==> config.mk <==
export PLATFORM = sky130hd
export DESIGN_NAME = rep3_serial_tx
export DESIGN_NICKNAME = d
export VERILOG_FILES = /design/src/rtl/rep3_serial_tx.sv
export SDC_FILE = /design/constraint.sdc
export NUM_CORES = 1
export LEC_CHECK = 0
export BUFFER_PORTS_ARGS = -buffer_cell sky130_fd_sc_hd__clkbuf_2
export CAP_MARGIN = 25
export CORE_MARGIN = 4
export CORE_UTILIZATION = 59
export CTS_BUF_LIST = sky130_fd_sc_hd__clkbuf_4
export CTS_CLUSTER_SIZE = 14
export DETAILED_ROUTE_END_ITERATION = 16
export GPL_ROUTABILITY_DRIVEN = 0
export GPL_TIMING_DRIVEN = 0
export PLACE_DENSITY = 0.95
export REMOVE_ABC_BUFFERS = 1
export SLEW_MARGIN = 20
export SYNTH_ARGS = -nofsm -noshare
export SYNTH_HDL_FRONTEND = slang
export SYNTH_SLANG_ARGS = --single-unit
==> constraint.sdc <==
create_clock -name clk -period 3.05 [get_ports clk]
set_input_delay 0.61 -clock clk [delete_from_list [all_inputs] [get_ports clk]]
set_output_delay 0.61 -clock clk [all_outputs]
set_load 0.02 [all_outputs]
==> src/rtl/rep3_serial_tx.sv <==
// rep3_serial_tx
//   Repetition-code serial transmitter. This is the encoding end of a
//   majority-vote link. It accepts a DATA_W-bit word over a valid/ready
//   handshake. It then shifts the word out LSB-first on tx_bit, holding each
//   bit for REP consecutive cycles so the receiver can majority-vote each bit.
//
// Parameters
//   DATA_W  payload width in bits (>=1)
//   REP     cycles per bit, odd (>=1)
//
// Ports
//   clk       in   single clock, rising edge
//   rst_n     in   asynchronous reset, active-low
//   in_valid  in   in_data holds a word to send
//   in_data   in   payload word [DATA_W-1:0]
//   in_ready  out  a word can be captured this cycle (combinational)
//   tx_bit    out  serial line, registered
//   tx_valid  out  high on every symbol cycle of a frame, registered
//   tx_start  out  one-cycle pulse on the first symbol of a frame, registered
//   busy      out  frame in progress (same as tx_valid)
//
// Configuration
//   REP3_TX_PARITY_EN  when defined, an even-parity bit (XOR of the payload)
//                      is appended after the MSB and repeated REP times,
//                      giving DATA_W+1 bits per frame.

module rep3_serial_tx #(
  parameter int DATA_W = 8,
  parameter int REP    = 3
) (
  input  logic              clk,
  input  logic              rst_n,
  input  logic              in_valid,
  input  logic [DATA_W-1:0] in_data,
  output logic              in_ready,
  output logic              tx_bit,
  output logic              tx_valid,
  output logic              tx_start,
  output logic              busy
);

`ifdef REP3_TX_PARITY_EN
  localparam int NBITS = DATA_W + 1;
`else
  localparam int NBITS = DATA_W;
`endif

  localparam int BIT_W = (NBITS > 1) ? $clog2(NBITS) : 1;
  localparam int REP_W = (REP > 1) ? $clog2(REP) : 1;
  localparam logic [BIT_W-1:0] BIT_LAST = BIT_W'(NBITS - 1);
  localparam logic [REP_W-1:0] REP_LAST = REP_W'(REP - 1);

  typedef enum logic {
    IDLE,
    SEND
  } state_t;

  state_t            state;
  logic [NBITS-1:0]  shreg;
  logic [NBITS-1:0]  frame_word;
  logic [BIT_W-1:0]  bit_cnt;
  logic [REP_W-1:0]  rep_cnt;
  logic              last_sym;
  logic              capture;

  // Build the full frame from the incoming payload. With parity enabled the
  // even-parity bit rides above the MSB so it is shifted out last.
  always_comb begin
`ifdef REP3_TX_PARITY_EN
    frame_word = {^in_data, in_data};
`else
    frame_word = in_data;
`endif
  end

  // The last symbol cycle is the only moment inside a frame where a new word
  // may be accepted. This allows back-to-back frames with no idle gap.
  always_comb begin
    last_sym = (state == SEND) && (bit_cnt == BIT_LAST) && (rep_cnt == REP_LAST);
    in_ready = (state == IDLE) || last_sym;
    capture  = in_valid && in_ready;
  end

  assign busy = tx_valid;

  // Main sequencer. On capture, bit 0 goes straight onto tx_bit. The
  // remaining bits are parked in shreg, so that shreg[0] is always the next
  // bit to send when rep_cnt wraps.
  always_ff @(posedge clk or negedge rst_n) begin
    if (!rst_n) begin
      state    <= IDLE;
      shreg    <= '0;
      bit_cnt  <= '0;
      rep_cnt  <= '0;
      tx_bit   <= 1'b0;
      tx_valid <= 1'b0;
      tx_start <= 1'b0;
    end else begin
      case (state)
        IDLE: begin
          tx_start <= 1'b0;
          if (capture) begin
            state    <= SEND;
            shreg    <= frame_word >> 1;
            bit_cnt  <= '0;
            rep_cnt  <= '0;
            tx_bit   <= frame_word[0];
            tx_valid <= 1'b1;
            tx_start <= 1'b1;
          end
        end

        SEND: begin
          tx_start <= 1'b0;
          if (last_sym) begin
            if (capture) begin
              shreg    <= frame_word >> 1;
              bit_cnt  <= '0;
              rep_cnt  <= '0;
              tx_bit   <= frame_word[0];
              tx_valid <= 1'b1;
              tx_start <= 1'b1;
            end else begin
              state    <= IDLE;
              shreg    <= '0;
              bit_cnt  <= '0;
              rep_cnt  <= '0;
              tx_bit   <= 1'b0;
              tx_valid <= 1'b0;
            end
          end else if (rep_cnt == REP_LAST) begin
            rep_cnt <= '0;
            bit_cnt <= bit_cnt + 1'b1;
            tx_bit  <= shreg[0];
            shreg   <= shreg >> 1;
          end else begin
            rep_cnt <= rep_cnt + 1'b1;
          end
        end

        default: begin
          state    <= IDLE;
          tx_bit   <= 1'b0;
          tx_valid <= 1'b0;
          tx_start <= 1'b0;
        end
      endcase
    end
  end

endmodule

# --- After elaboration in Yosys (flattened, before gate mapping) ---
# Index checks and enable logic that the tools add are counted.
# Widths: inputs -> output; s select.
totals:
  ff_bits: 17
  latchBits: 0
  ram_bits: 0
  rom_bits: 0
  inputBits: 11
  word_cells: 47
  memories: 0
classes:
  addsub: 2
  multipliers: 0
  div_mod_pow: 0
  n_lt_le_gt_ge: 0
  n_eq_ne: 5
  shift: 0
  n_mux: 26
  bitwise_logic: 1
  n_reduce_logical: 6
op_table:
  columns: ["cell", "count"]
  rows:
  - ["$mux 8", 3]
  - ["$pmux 8 s2", 1]
  - ["$mux 1", 9]
  - ["$mux 3", 3]
  - ["$pmux 1 s2", 4]
  - ["$mux 7", 1]
  - ["$mux 2", 3]
  - ["$pmux 3 s2", 1]
  - ["$pmux 2 s2", 1]
  - ["$reduce_and 2->1", 2]
  - ["$add 3x1->3 const B", 1]
  - ["$eq 3x3->1 const B", 1]
  - ["$logic_and 1x1->1", 3]
  - ["$ne 3x1->1 const B", 1]
  - ["$add 2x1->2 const B", 1]
  - ["$eq 2x2->1 const B", 1]
  - ["$ne 2x1->1 const B", 1]
  - ["$ne 2x2->1 const B", 1]
  - ["$logic_or 1x1->1", 1]
  - ["$not 1->1", 1]

# --- Depth between registers and ports, before layout ---
# Gate-level depths: netlist of run 1.
depth:
  ltp_word: 8
  depth_mapped: 6
  mapped_depth_nobuf: 5

# --- Worst setup path after synthesis of run 1 ---
# Ideal clock, no wire load.
synth_path:
  path_kind: "reg2out"
  start: "register bit_cnt[0]"
  end: "output in_ready"
  t_arrival_ns: 1.156
  t_required_ns: 2.440
  path_slack_ns: 1.284
  stages_incl_launch_ff: 6
  n_path_buf: 1
  path_cell_list: "dfrtp_1 ha_1 ha_1 nand3b_1 buf_2 nand2_1"
synth_between:
  elab_chain_len: 4
synth_rtl:
  columns: ["element", "line", "rtl"]
  rows:
  - ["start, declared", "61", "logic [BIT_W-1:0] bit_cnt;"]
  - ["start signal, assigned", "133", "bit_cnt <= bit_cnt + 1'b1;"]
  - ["$eq 3x3->1", "79", "last_sym = (state == SEND) && (bit_cnt == BIT_LAST) && (rep_cnt == REP_LAST);"]
  - ["$logic_and 1x1->1 (2 in a row)", "79", null]
  - ["$logic_or 1x1->1", "80", "in_ready = (state == IDLE) || last_sym;"]
  - ["end, declared", "35", "output logic in_ready,"]
# Every way passes these cells.

# --- Worst setup path after layout of run 1 ---
# Ends and elaborated chain as after synthesis.

==> run_results.csv, run 1 <==
group,metric,value,unit
routing,first_pass_iters,4,
synthesis,ys_warn_count,0,
critical_path,crit_slowest_cell,"dfrtp_1",
sta,slew-limit-headroom,61.6,%
sta,rsz0062_at_grt,"false",
synthesis,synthTopCellsByArea,"dfrtp_1 (49%), a31oi_2 (11%), nand3_1 (4.9%)",
synthesis,synth_fa_ha_area_share,3.09,%
run_status,outcome,"completed",
routing,wl_per_cell,15.5,microns
sta,tns,0,ns
pwr,power,0.730,mW
min_path,hold_path.class,"primary input to asynchronous set/reset pin",
place,place_hpwl,1140,microns
pwr,seqPwrFrac,46.6,%
grt,grt_max_degree,17,
critical_path,startpoint_type,"flip-flop",
critical_path,critical_path_required,2.44,ns
grt,grt_overflow,0,
routing,wl_met2,791,microns
cells_and_area,fillers,92,
sta,finClkSkew,0.00334,ns
cells_and_area,syn2layout_area_growth,8.64,%
synthesis,synth_seq_area_share,49.4,%
grt,grtUsageTotal,18.8,%
synthesis,synth.avg_cell_area,10.5,sq um
sta,hold_viol_final,0,
sta,worstMarginPinSlew,0.575,ns
synthesis,yosysTopAreaCell,"dfrtp_1",
critical_path,cp_top_family,"simple AND/OR/NAND/NOR gates",
pwr,switching_share,36.1,%
routing,drt_wl_total,1600,microns
sta,slew_violations,0,
synthesis,synthXorXnorAreaFrac,0,%
die,chipWidth,45.1,microns
sta,whs,0.217,ns
grt,first_global_vias,640,
cells_and_area,insertedDiodeCount,0,
run,drv_cap,0,
pwr,cellLeakagePower,0.414,nW
pwr,irDropWorstVdd,0.000499,V
die,std_cell_rows,13,
routing,drc,0,
clock_tree,tritoncts,"yes",
routing,vias,624,
routing,highest_layer,"met4",
synthesis,synth_compound_area_share,21.9,%
critical_path,worst-path-buf-inv,1,
grt,antenna_found_initial,0,
routing,drtAntennaViolNets,0,
die,dieArea,0.00203,sq mm
critical_path,cp.arrival,1.70,ns
sta,fmax,0.432,GHz
sta,setup_slack,0.738,ns
synthesis,synth-simple-area-share,17.6,%
clock_tree,path_clk_slew,0.09,ns
sta,fin_crit,2.31,ns
synthesis,netlist_area,811,sq um
synthesis,synth_seq_cells,16,
pwr,cellInternalPower,0.467,mW
synthesis,netlist_top_cells_count,"dfrtp_1 (16), nand3_1 (8), a31oi_2 (7), nor3_1 (7), o21ai_0 (7)",
synthesis,synth_top_area_share,49.4,%
synthesis,synth_top_family_by_area,"compound AO/OA/AOI/OAI gates",
pwr,p_clk_share,15.4,%
synthesis,synth_cell_types,24,
critical_path,cp_slowest_stage_delay,0.39,ns
critical_path,path_cells,"ha_1 -> ha_1 -> nand3b_1 -> nand2_1 -> clkbuf_2",
synthesis,synth.mux.area_fraction,1.39,%
die,io_pins,16,
synthesis,async_flop_share,100,%
die,coreArea,0.00130,sq mm
routing,dr.first_iter.drc_count,14,
synthesis,synth_edf_count,0,
synthesis,synth_ff_type,"dfrtp_1",
die,die_h,45.1,microns
synthesis,syn_inst,77,
clock_tree,cts_buffers,3,
synthesis,synth.most_common_cell,"dfrtp_1",
routing,drt-vias-per-instance,6.06,
routing,wl_met1,662,microns
clock_tree,cts_sinks,16,
clock_tree,clock_latency,0.29,ns
sta,setup_viol,0,
critical_path,crit_path_max_fanout,11,
critical_path,cp-end-kind,"output port",
cells_and_area,drive_gt1_share,29.5,%
cells_and_area,finalNetCount,103,
clock_tree,cts_max_level,1,
place,port_buffers,15,
grt,grt_pass1_wl,2720,microns
pwr,switchingPower,0.263,mW
clock_tree,root_buffer,"clkbuf_4",
clock_tree,cts_setup_buffers,0,
place,dp_slack,1.06,ns
pwr,pwr-share-comb,38.0,%
die,initial_core_util,62.3,%
routing,met3_length,111,microns
pwr,p_per_area,828,mW/mm^2
critical_path,crit_path_frequent_cell,"ha_1",
clock_tree,hold_buffers,0,
clock_tree,clk_path_buf_depth,2,
sta,min_period_over_period,75.8,%
critical_path,worstSetupPathType,"flip-flop to output port",
clock_tree,cts_resized,0,
==> logic make-up after synthesis <==
kind of cell               Yosys count
AOI/OAI and AO/OA                   22
buffers and inverters                9
adders and majority gates            2
DFF                                 16
muxes                                1
and+or+nand+nor                     27
==> path summary, 6_finish.rpt <==
path                       slack (ns)       start    endpoint  cells after the start
setup / recovery                 0.74  bit_cnt[0]    in_ready                      5
hold / removal                   0.22       rst_n    shreg[0]                      1
setup reg to reg                 1.25       state    shreg[3]                      3
hold reg to reg                  0.52  bit_cnt[1]  bit_cnt[1]                      1
max in group asynchronous        2.56       rst_n    tx_start                      1
min in group clk                 0.52  bit_cnt[1]  bit_cnt[1]                      1
==> sequential cells by signal (all words and copies together) (netlist names) <==
register	cells
tx_bit	1
rep_cnt	2
bit_cnt	3
state	1
busy	1
tx_start	1
shreg	7
==> worst reg2reg max path, cell delays in order (launching register included) <==
cell,delay [ns]
dfrtp_1,0.56
nor2b_1,0.54
or2_1,0.43
a31oi_2,0.14
==> layout make-up <==
cell class	count	area, sq um	share of cell area, %
Clock buffer	3	22.5	2.56
Tap cell	15	18.8	2.13
Sequential cell	16	400	45.5
Timing Repair Buffer	15	75.1	8.52
Inverter	2	7.51	0.852
Multi-Input combinational cell	52	357	40.5
==> per-stage QoR <==
| step | instance area [sq um] | utilization [%] | instances |
|---|---|---|---|
| 6_report | 881 | 67.7 | 103 |
| 5_1_grt | 881 | 67.7 | 103 |
| 4_1_cts | 881 | 67.7 | 103 |
| 3_5_place_dp | 858 | 66.0 | 100 |
| 3_3_place_gp | 858 | 66.0 | 100 |
| 2_1_floorplan | 764 | - | 70 |
==> power by group through the flow <==
stage	Sequential [mW]	Clock, mW	Combinational [mW]
floorplan	0.340	0	0.212
global placement	0.339	0	0.261
detailed placement	0.344	0	0.279
CTS	0.339	0.112	0.280
global route	0.351	0.120	0.311
finish	0.340	0.112	0.277
==> routing by layer <==
| metal | track usage, % | vias up |
|---|---|---|
| met1 | 23.3 | 296 |
| li1 | - | 303 |
| met5 | 0 | - |
| met4 | 8.77 | 0 |
| met2 | 30.5 | 20 |
| met3 | 4.78 | 5 |
==> layout by cell type, fill, tap and decap left out, drive strengths merged <==
cell,Yosys,layout
nand3,8,8
inv,2,2
o21ai,7,7
nand3b,1,1
and4b,1,1
nand2,4,4
ha,2,2
a22o,3,3
o22ai,1,1
a31oi,7,7
and3,1,1
nor2,2,2
dfrtp,16,16
nor2b,1,1
mux2,1,1
o31ai,1,1
a21oi,3,3
clkbuf,3,18
nor3,7,7
and3b,1,1
or2,1,1
Power figures use the tool's default switching activity.
==> inputs of run 2 (changes only) <==
- ABC_AREA: default -> 1
- CORE_UTILIZATION: 59 -> 50
- PLACE_DENSITY: 0.95 -> 0.87
- clock period: 3.05 -> 2 ns (I/O delays scaled with it)
==> run 2 against run 1 <==
Effect of this change: largest power group is now combinational cells; synthesized area up 6.9%; clock power up 57%; sequential power up 55%; utilization down 3.5 points; critical path depth up 2; non-clock buffer count up 4; clock skew down 0.00089 ns; routed wire length up 6.7%; highest routed layer unchanged; via count up 10%.
==> run_results.csv, run 2 <==
group,metric,value,unit
routing,wl_met2,875,microns
place,dp_cells,124,
clock_tree,root_buffer,"clkbuf_4",
die,die_h,49.6,microns
sta,slew-limit-headroom,74.4,%
critical_path,startpoint_type,"flip-flop",
sta,whs,0.00630,ns
synthesis,synth.most_common_cell,"nand2_1",
routing,drt-vias-per-instance,5.22,
grt,first_global_vias,691,
cells_and_area,fillers,135,
routing,drc,0,
clock_tree,path_clk_slew,0.09,ns
clock_tree,cts_buffers,3,
synthesis,synth_seq_cells,16,
critical_path,r2r_slack,0.43,ns
grt,grt_max_degree,17,
sta,fmax,0.528,GHz
critical_path,worstRegToRegCells,9,
die,std_cell_rows,14,
critical_path,crit_path_start,"bit_cnt[0]",
synthesis,synthTopCellsByArea,"dfrtp_1 (46%), nand2_1 (8.7%), nand3_1 (7.5%)",
cells_and_area,insertedDiodeCount,0,
grt,grtUsageTotal,15.6,%
routing,highest_layer,"met4",
run_status,outcome,"completed",
synthesis,netlist_top_cells_count,"nand2_1 (20), dfrtp_1 (16), nand3_1 (13)",
cells_and_area,multi_input_area,407,sq um
cells_and_area,largest_register_ffs,7,
critical_path,worstSetupPathType,"flip-flop to output port",
routing,drt_wl_total,1710,microns
routing,dr.first_iter.drc_count,9,
synthesis,synth_seq_area_share,46.2,%
sta,rsz0062_at_grt,"false",
die,dieArea,0.00246,sq mm
grt,grt_overflow,0,
synthesis,synth_ff_type,"dfrtp_1",
sta,min_period_over_period,94.8,%
synthesis,netlist_area,867,sq um
routing,vias,689,
clock_tree,clock_latency,0.29,ns
cells_and_area,final_cells,132,
min_path,hold_path.class,"primary input to asynchronous set/reset pin",
routing,met3_length,77,microns
cells_and_area,drive_gt1_share,43.1,%
sta,finClkSkew,0.00245,ns
pwr,cellLeakagePower,0.542,nW
grt,antenna_found_initial,0,
sta,hold_viol_final,0,
cells_and_area,final_cell_mix,"nand2_1 (20), dfrtp_1 (15), clkbuf_2 (14), nand3_1 (13), nand2_2 (7)",
sta,setup_viol,0,
synthesis,syn_inst,96,
synthesis,synth_top_area_share,46.2,%
die,chipWidth,49.6,microns
routing,first_pass_iters,3,
cells_and_area,regMostFlops,"shreg",
place,port_buffers,15,
cells_and_area,final-seq-area,402,sq um
cells_and_area,final_util,64.2,%
synthesis,synth_cell_types,21,
sta,worstMarginPinSlew,0.384,ns
synthesis,synth_edf_count,0,
place,place_hpwl,1150,microns
critical_path,crit_path_max_fanout,4,
sta,tns,0,ns
clock_tree,clk_path_buf_depth,2,
pwr,p_per_area,1240,mW/mm^2
die,io_pins,16,
cells_and_area,syn2layout_area_growth,16.7,%
critical_path,cp.arrival,1.50,ns
clock_tree,tritoncts,"yes",
clock_tree,cts_max_level,1,
grt,grt_pass1_wl,2950,microns
critical_path,crit_end,"in_ready",
cells_and_area,fin_area,0.00101,sq mm
synthesis,async_flop_share,100,%
cells_and_area,finalNetCount,130,
clock_tree,cts_sinks,16,
routing,drtAntennaViolNets,0,
cells_and_area,reg_top3,"shreg: 7 flops, bit_cnt: 3 flops, rep_cnt: 2 flops",
synthesis,synth.avg_cell_area,9.03,sq um
sta,slew_violations,0,
die,coreArea,0.00158,sq mm
routing,wl_met1,725,microns
critical_path,critical_path_required,1.60,ns
critical_path,rr_endpoint,"bit_cnt[0]",
cells_and_area,layout_commonest_cell,"nand2_1",
synthesis,ys_warn_count,0,
critical_path,cp-end-kind,"output port",
critical_path,r2r_start,"bit_cnt[0]",
routing,wl_per_cell,12.9,microns
die,initial_core_util,55.0,%
run,drv_cap,0,
sta,fin_crit,1.90,ns
pwr,irDropWorstVdd,0.000819,V
synthesis,yosysTopAreaCell,"dfrtp_1",
place,placed_cell_area,936,sq um
==> run 2: worst min path at each step <==
stage                     cells after the start  slack, ns         end  startpoint
after CTS                                     1       0.03    shreg[1]       rst_n
final                                         1      0.006    shreg[4]       rst_n
after global routing                          1       0.03    shreg[1]       rst_n
after global placement                        1       0.34    shreg[3]       rst_n
after floorplan                               0       0.10  bit_cnt[0]       rst_n
after detailed placement                      1       0.34    shreg[2]       rst_n
==> run 2: final cells by class <==
| class | count | share of cell area, % |
|---|---|---|
| Clock buffer | 3 | 2.22 |
| Multi-Input combinational cell | 66 | 40.2 |
| Inverter | 11 | 4.20 |
| Timing Repair Buffer | 19 | 11.4 |
| Tap cell | 16 | 1.98 |
| Clock inverter | 1 | 0.371 |
| Sequential cell | 16 | 39.7 |
==> run 2: cells by family (layout without fill, tap and decap cells) <==
logic type	count (synthesis)	after routing	share of synthesized area [%]
AO/OA/AOI/OAI	11	11	8.37
buffers and inverters	14	34	7.94
adder cells (fa/ha/maj)	2	2	2.89
AND/OR/NAND/NOR	53	53	34.6
flip-flops	16	16	46.2
==> run 2: critical path, stage by stage (launching register included) <==
cell	delay (ns)
dfrtp_1	0.39
ha_1	0.19
ha_1	0.17
nand2_1	0.08
clkinv_2	0.10
nand2_8	0.09
nand2_8	0.05
buf_8	0.13
==> run 2: timing repair <==
item / CTS / global route
hold buffers: 0 / 0
pin swaps: 1 / 0
endpoints found under the setup margin: 1 / 1
gates resized for setup: 4 / 1
buffers inserted: 2 / 2
==> run 2: per-layer routing <==
| layer | vias up | global-route usage (%) |
|---|---|---|
| li1 | 344 | - |
| met1 | 329 | 18.6 |
| met2 | 12 | 26.9 |
| met3 | 4 | 4.22 |
| met4 | 0 | 5.53 |
| met5 | - | 0 |
==> run 2: stage by stage <==
step                total power, mW  setup slack (ns)
floorplan                     0.925             0.509
global placement               1.02             0.277
detailed placement             1.05             0.256
CTS                            1.26            0.0319
global route                   1.38            0.0252
finish                         1.26             0.105
==> run 2: power breakdown <==
part           internal [mW]  total, mW  switching [mW]  leakage (nW)
Sequential             0.445      0.527          0.0817         0.186
Clock                 0.0728      0.176           0.103        0.0154
Combinational          0.221      0.554           0.333         0.341
Total                  0.739       1.26           0.518         0.542
